`src/rtl/weight_init_seq.sv`:
```
// Weight RAM initialisation sequencer: fills the RAM from a 16-bit Galois LFSR,
// reads it back against the regenerated sequence and counts mismatches.
module weight_init_seq #(
    parameter int unsigned DEPTH = 128,
    parameter int unsigned AW    = 7,
    parameter int unsigned DW    = 10,
    parameter logic [15:0] SEED  = 16'hACE1,
    parameter int unsigned SHIFT = 2
) (
    input  logic          Clock,
    input  logic          Rst,
    input  logic          Start,
    input  logic          SeedLoad,
    input  logic [15:0]   Seed,
    input  logic [DW-1:0] Q,
    output logic          WE,
    output logic [AW-1:0] Address,
    output logic [DW-1:0] D,
    output logic          Busy,
    output logic          Done,
    output logic [7:0]    Errors,
    output logic          ErrFlag
);

    localparam logic [15:0]   TAPS = 16'hB400;
    localparam logic [AW-1:0] LAST = AW'(DEPTH - 1);

    typedef enum logic [2:0] {IDLE, WRITE, READ, DRAIN, FIN} state_t;

    state_t        state, state_n;
    logic [15:0]   seed_q, seed_n;
    logic [15:0]   lfsr, lfsr_n;
    logic [AW-1:0] addr_n;
    logic [DW-1:0] d_n;
    logic [DW-1:0] exp_q, exp_n;
    logic [DW-1:0] exp_d;
    logic          cmp_en, cmp_en_n;
    logic [7:0]    err_n;

    function automatic logic [15:0] lfsr_step(input logic [15:0] s);
        return {1'b0, s[15:1]} ^ (s[0] ? TAPS : 16'h0000);
    endfunction

    function automatic logic [DW-1:0] weight(input logic [15:0] s);
        logic signed [DW-1:0] raw;
        raw = $signed(s[DW-1:0]);
        return raw >>> SHIFT;
    endfunction

    // Next-state, datapath and mismatch accounting
    always_comb begin
        state_n  = state;
        seed_n   = seed_q;
        lfsr_n   = lfsr;
        addr_n   = Address;
        d_n      = D;
        exp_n    = exp_q;
        err_n    = Errors;
        cmp_en_n = (state == READ);

        case (state)
            IDLE: begin
                addr_n = '0;
                if (SeedLoad) begin
                    seed_n = (Seed == 16'h0000) ? SEED : Seed;
                end
                if (Start) begin
                    state_n = WRITE;
                    d_n     = weight(seed_n);
                    lfsr_n  = lfsr_step(seed_n);
                    err_n   = 8'd0;
                end
            end
            WRITE: begin
                if (Address == LAST) begin
                    state_n = READ;
                    addr_n  = '0;
                    exp_n   = weight(seed_q);
                    lfsr_n  = lfsr_step(seed_q);
                end else begin
                    addr_n = AW'(Address + 1'b1);
                    d_n    = weight(lfsr);
                    lfsr_n = lfsr_step(lfsr);
                end
            end
            READ: begin
                if (Address == LAST) begin
                    state_n = DRAIN;
                    addr_n  = '0;
                end else begin
                    addr_n = AW'(Address + 1'b1);
                    exp_n  = weight(lfsr);
                    lfsr_n = lfsr_step(lfsr);
                end
            end
            DRAIN:   state_n = FIN;
            FIN:     state_n = IDLE;
            default: state_n = IDLE;
        endcase

        // Q carries the word addressed one cycle earlier
        if (cmp_en && (Q != exp_d) && (Errors != 8'hFF)) begin
            err_n = Errors + 8'd1;
        end
    end

    always_ff @(posedge Clock) begin
        if (!Rst) begin
            state   <= IDLE;
            seed_q  <= SEED;
            lfsr    <= SEED;
            exp_q   <= '0;
            exp_d   <= '0;
            cmp_en  <= 1'b0;
            WE      <= 1'b0;
            Address <= '0;
            D       <= '0;
            Busy    <= 1'b0;
            Done    <= 1'b0;
            Errors  <= 8'd0;
            ErrFlag <= 1'b0;
        end else begin
            state   <= state_n;
            seed_q  <= seed_n;
            lfsr    <= lfsr_n;
            exp_q   <= exp_n;
            exp_d   <= exp_q;
            cmp_en  <= cmp_en_n;
            WE      <= (state_n == WRITE);
            Address <= addr_n;
            D       <= d_n;
            Busy    <= (state_n == WRITE) || (state_n == READ) || (state_n == DRAIN);
            Done    <= (state_n == FIN);
            Errors  <= err_n;
            ErrFlag <= (err_n != 8'd0);
        end
    end

endmodule

```
`config.mk`:
```
export PLATFORM = sky130hd
export DESIGN_NAME = weight_init_seq
export DESIGN_NICKNAME = d
export VERILOG_FILES = /design/src/rtl/weight_init_seq.sv
export SDC_FILE = /design/constraint.sdc
export NUM_CORES = 1
export LEC_CHECK = 0
export BUFFER_PORTS_ARGS = -buffer_cell sky130_fd_sc_hd__buf_2
export CAP_MARGIN = 25
export CORE_MARGIN = 1
export CORE_UTILIZATION = 30
export DETAILED_ROUTE_END_ITERATION = 12
export GPL_ROUTABILITY_DRIVEN = 0
export PLACE_DENSITY = 0.57
export SLEW_MARGIN = 0
export SYNTH_ARGS = -nofsm -noshare
export SYNTH_HDL_FRONTEND = slang
export SYNTH_SLANG_ARGS = --single-unit
export TNS_END_PERCENT = 1
```
`constraint.sdc`:
```
create_clock -name Clock -period 2.65 [get_ports Clock]
set_clock_uncertainty 0.15 [all_clocks]
set_input_delay 0.265 -clock Clock [delete_from_list [all_inputs] [get_ports Clock]]
set_output_delay 0.265 -clock Clock [all_outputs]
set_load 0.02 [all_outputs]
```
==> impl_metrics.py <==
metrics = {
    "run_status": {
        "status": "complete, no violations",
    },
    "placed_design": {
        "dp_hpwl_um": 7450,
        "placed_area_um2": 4290,
        "dp.cells": 668,
        "pre_cts_ws_ns": 0.307,
        "portBuffers": 58,
    },
    "yosys": {
        "synth_cell_types": 60,
        "synth_commonest_cells": "dfxtp_1, nand2_1, nor2_1, a21oi_1, o21ai_0",
        "muxShareOfSynthArea": 0.0228,
        "yosys_most_used_dff": "dfxtp_1",
        "synth_compound_area_frac": 0.251,
        "yosys.area.top_type": "dfxtp_1",
        "synthTopCellsByArea": "dfxtp_1, nand2_1, nor2_1",
        "synth_edf_count": 0,
        "synth_nets": 488,
        "avgSynthCellArea_um2": 8.31,
        "ys_seq_area_frac": 0.417,
        "synth_top_family_by_area": "compound AO/OA/AOI/OAI gates",
        "syn_inst": 456,
        "async_flop_share": 0,
        "synth_fa_ha_area_frac": 0.00660,
        "netlist.area_leader.share": 0.417,
        "yosysMostFrequentCell": "dfxtp_1",
        "ys_ff_latch": 79,
        "syn_area_um2": 3790,
        "synth_xor_area_frac": 0.0416,
        "ys_warn_count": 0,
        "yosys.area_share.simple": 0.225,
    },
    "routing": {
        "viasPerCell": 5.25,
        "vias": 3593,
        "dr.pass1.iters": 4,
        "routed_wl_um": 10400,
        "ant_nets": 0,
        "drt_iter0_drc": 275,
        "routedWlPerCell_um": 15.2,
        "drc": 0,
    },
    "timing": {
        "finalCriticalPeriod_ns": 2.38,
        "fmax_ghz": 0.419,
        "hold_viol_final": 0,
        "setup_slack_ns": 0.266,
        "tightest_slew_ns": 0.657,
        "drv_slew": 0,
        "whs_ns": 0.0415,
        "slew_headroom": 0.562,
        "fin_crit_sh": 0.900,
        "setup_viol": 0,
        "rsz0062_at_grt": "false",
        "setup_tns_ns": 0,
    },
    "pwr": {
        "power_mw": 3.13,
        "leakage_nw": 1.89,
        "vdd_ir_drop_max_uv": 327,
        "power_per_cell_area_nw_per_um2": 674,
    },
    "die": {
        "dieHeight_um": 114,
        "rows": 40,
        "fp.dieArea_um2": 13100,
        "coreArea_um2": 12200,
        "start_util": 0.312,
        "ios": 59,
        "die_x_um": 114,
    },
    "finish": {
        "drive_above_1_share": 0.190,
        "n_antenna_cell": 0,
        "final_area_um2": 4640,
        "synthToLayoutAreaGrowth_pct": 22.3,
        "fin_cells": 684,
        "nNetsFinal": 543,
        "fin_util": 0.381,
    },
    "worst_setup_path": {
        "crit_type": "reg -> reg",
        "ff2ff_path_depth": 6,
        "end_kind": "flip-flop",
        "startpoint_type": "flip-flop",
        "arrival_ns": 2.47,
        "crit_fanout": 7,
        "required_ns": 2.74,
    },
    "clocking": {
        "cts.sink_count": 79,
        "path_clk_slew_ns": 0.06,
        "ctsLongestPathBuffers": 2,
        "ctsHoldBuffers": 0,
        "cts_resized": 0,
        "insertion_delay_ns": 0.34,
        "cts_htree_levels": 3,
        "cts_tree": "yes",
        "clock-root-buffer": "clkbuf_16",
        "postCtsSetupBuffers": 0,
        "cts_made_buffers": 9,
    },
    "global_route": {
        "grt-ovfl-total": 0,
        "grt_max_degree": 28,
        "grt_first_pass_wirelength_um": 17800,
        "track_usage": 0.174,
        "antenna_found_initial": 0,
        "grt_pass1_vias": 3535,
    },
    "worst_hold_path": {
        "worstHoldPathType": "in -> reg",
        "whs_path_depth": 3,
    },
    "job": {
        "drv_cap": 0,
    },
}
routing by layer:
metal  vias to the layer above  global-route usage  part of all wire
met3                        16              0.0445             0.052
li1                       1789                   -                 -
met5                         -                   0                 0
met1                      1696               0.221              0.47
met4                         0              0.0684             0.015
met2                        92               0.282              0.47
state kept, by name, indices dropped and copies added (netlist names):
signal / flops
Errors: 8
cmp_en: 1
Busy: 1
exp_d: 8
exp_q: 8
seed_q: 16
Done: 1
state: 3
Address: 7
ErrFlag: 1
WE: 1
lfsr: 16
D: 8
final cells by class:
cell class | instances | area (µm²)
flip-flops and latches | 79 | 1580
fillers | 1251 | 7520
clock buffers | 11 | 243
repair buffers | 75 | 418
inverters | 1 | 3.75
multi-input cells | 345 | 2080
well taps | 168 | 210
clock inverters | 5 | 105
kinds of logic after synthesis:
group	after synthesis
muxes	8
and+or+nand+nor	176
DFF	79
adders and majority gates	2
xor gates and xnor gates	18
buffers and inverters	32
AOI/OAI and AO/OA	141
worst paths after layout:
path | startpoint | to | slack [ns]
max | Errors[0] | ErrFlag | 0.27
min | Seed[1] | seed_q[1] | 0.04
max reg2reg | Errors[0] | ErrFlag | 0.27
min reg2reg | D[1] | D[1] | 0.30
power breakdown:
| part | total, mW | internal, mW | switching (mW) |
|---|---|---|---|
| sequential | 1.32 | 1.26 | 0.0641 |
| clock | 1.43 | 0.946 | 0.489 |
| combinational | 0.373 | 0.144 | 0.228 |
worst max-delay path, stage by stage (launching register included):
cell	delay (ns)
dfxtp_1	0.45
ha_1	0.30
nand2_1	0.12
or2_2	0.32
and3_1	0.20
or4_1	0.51
a22o_1	0.24
cell usage in the layout (no fill, tap or decap), drive strengths merged, types with 7 or more instances in the layout:
| cell | synthesis | routed |
|---|---|---|
| o211ai | 10 | 10 |
| a311oi | 12 | 12 |
| dfxtp | 79 | 79 |
| nand3 | 14 | 14 |
| nand2b | 7 | 7 |
| xor2 | 16 | 16 |
| o21ai | 29 | 29 |
| clkbuf | 22 | 11 |
| nor2 | 46 | 46 |
| buf | 9 | 75 |
| and2 | 9 | 9 |
| nor3 | 13 | 13 |
| nand2 | 53 | 53 |
| a21oi | 32 | 32 |
No activity file was read; power rests on OpenSTA's default activity.
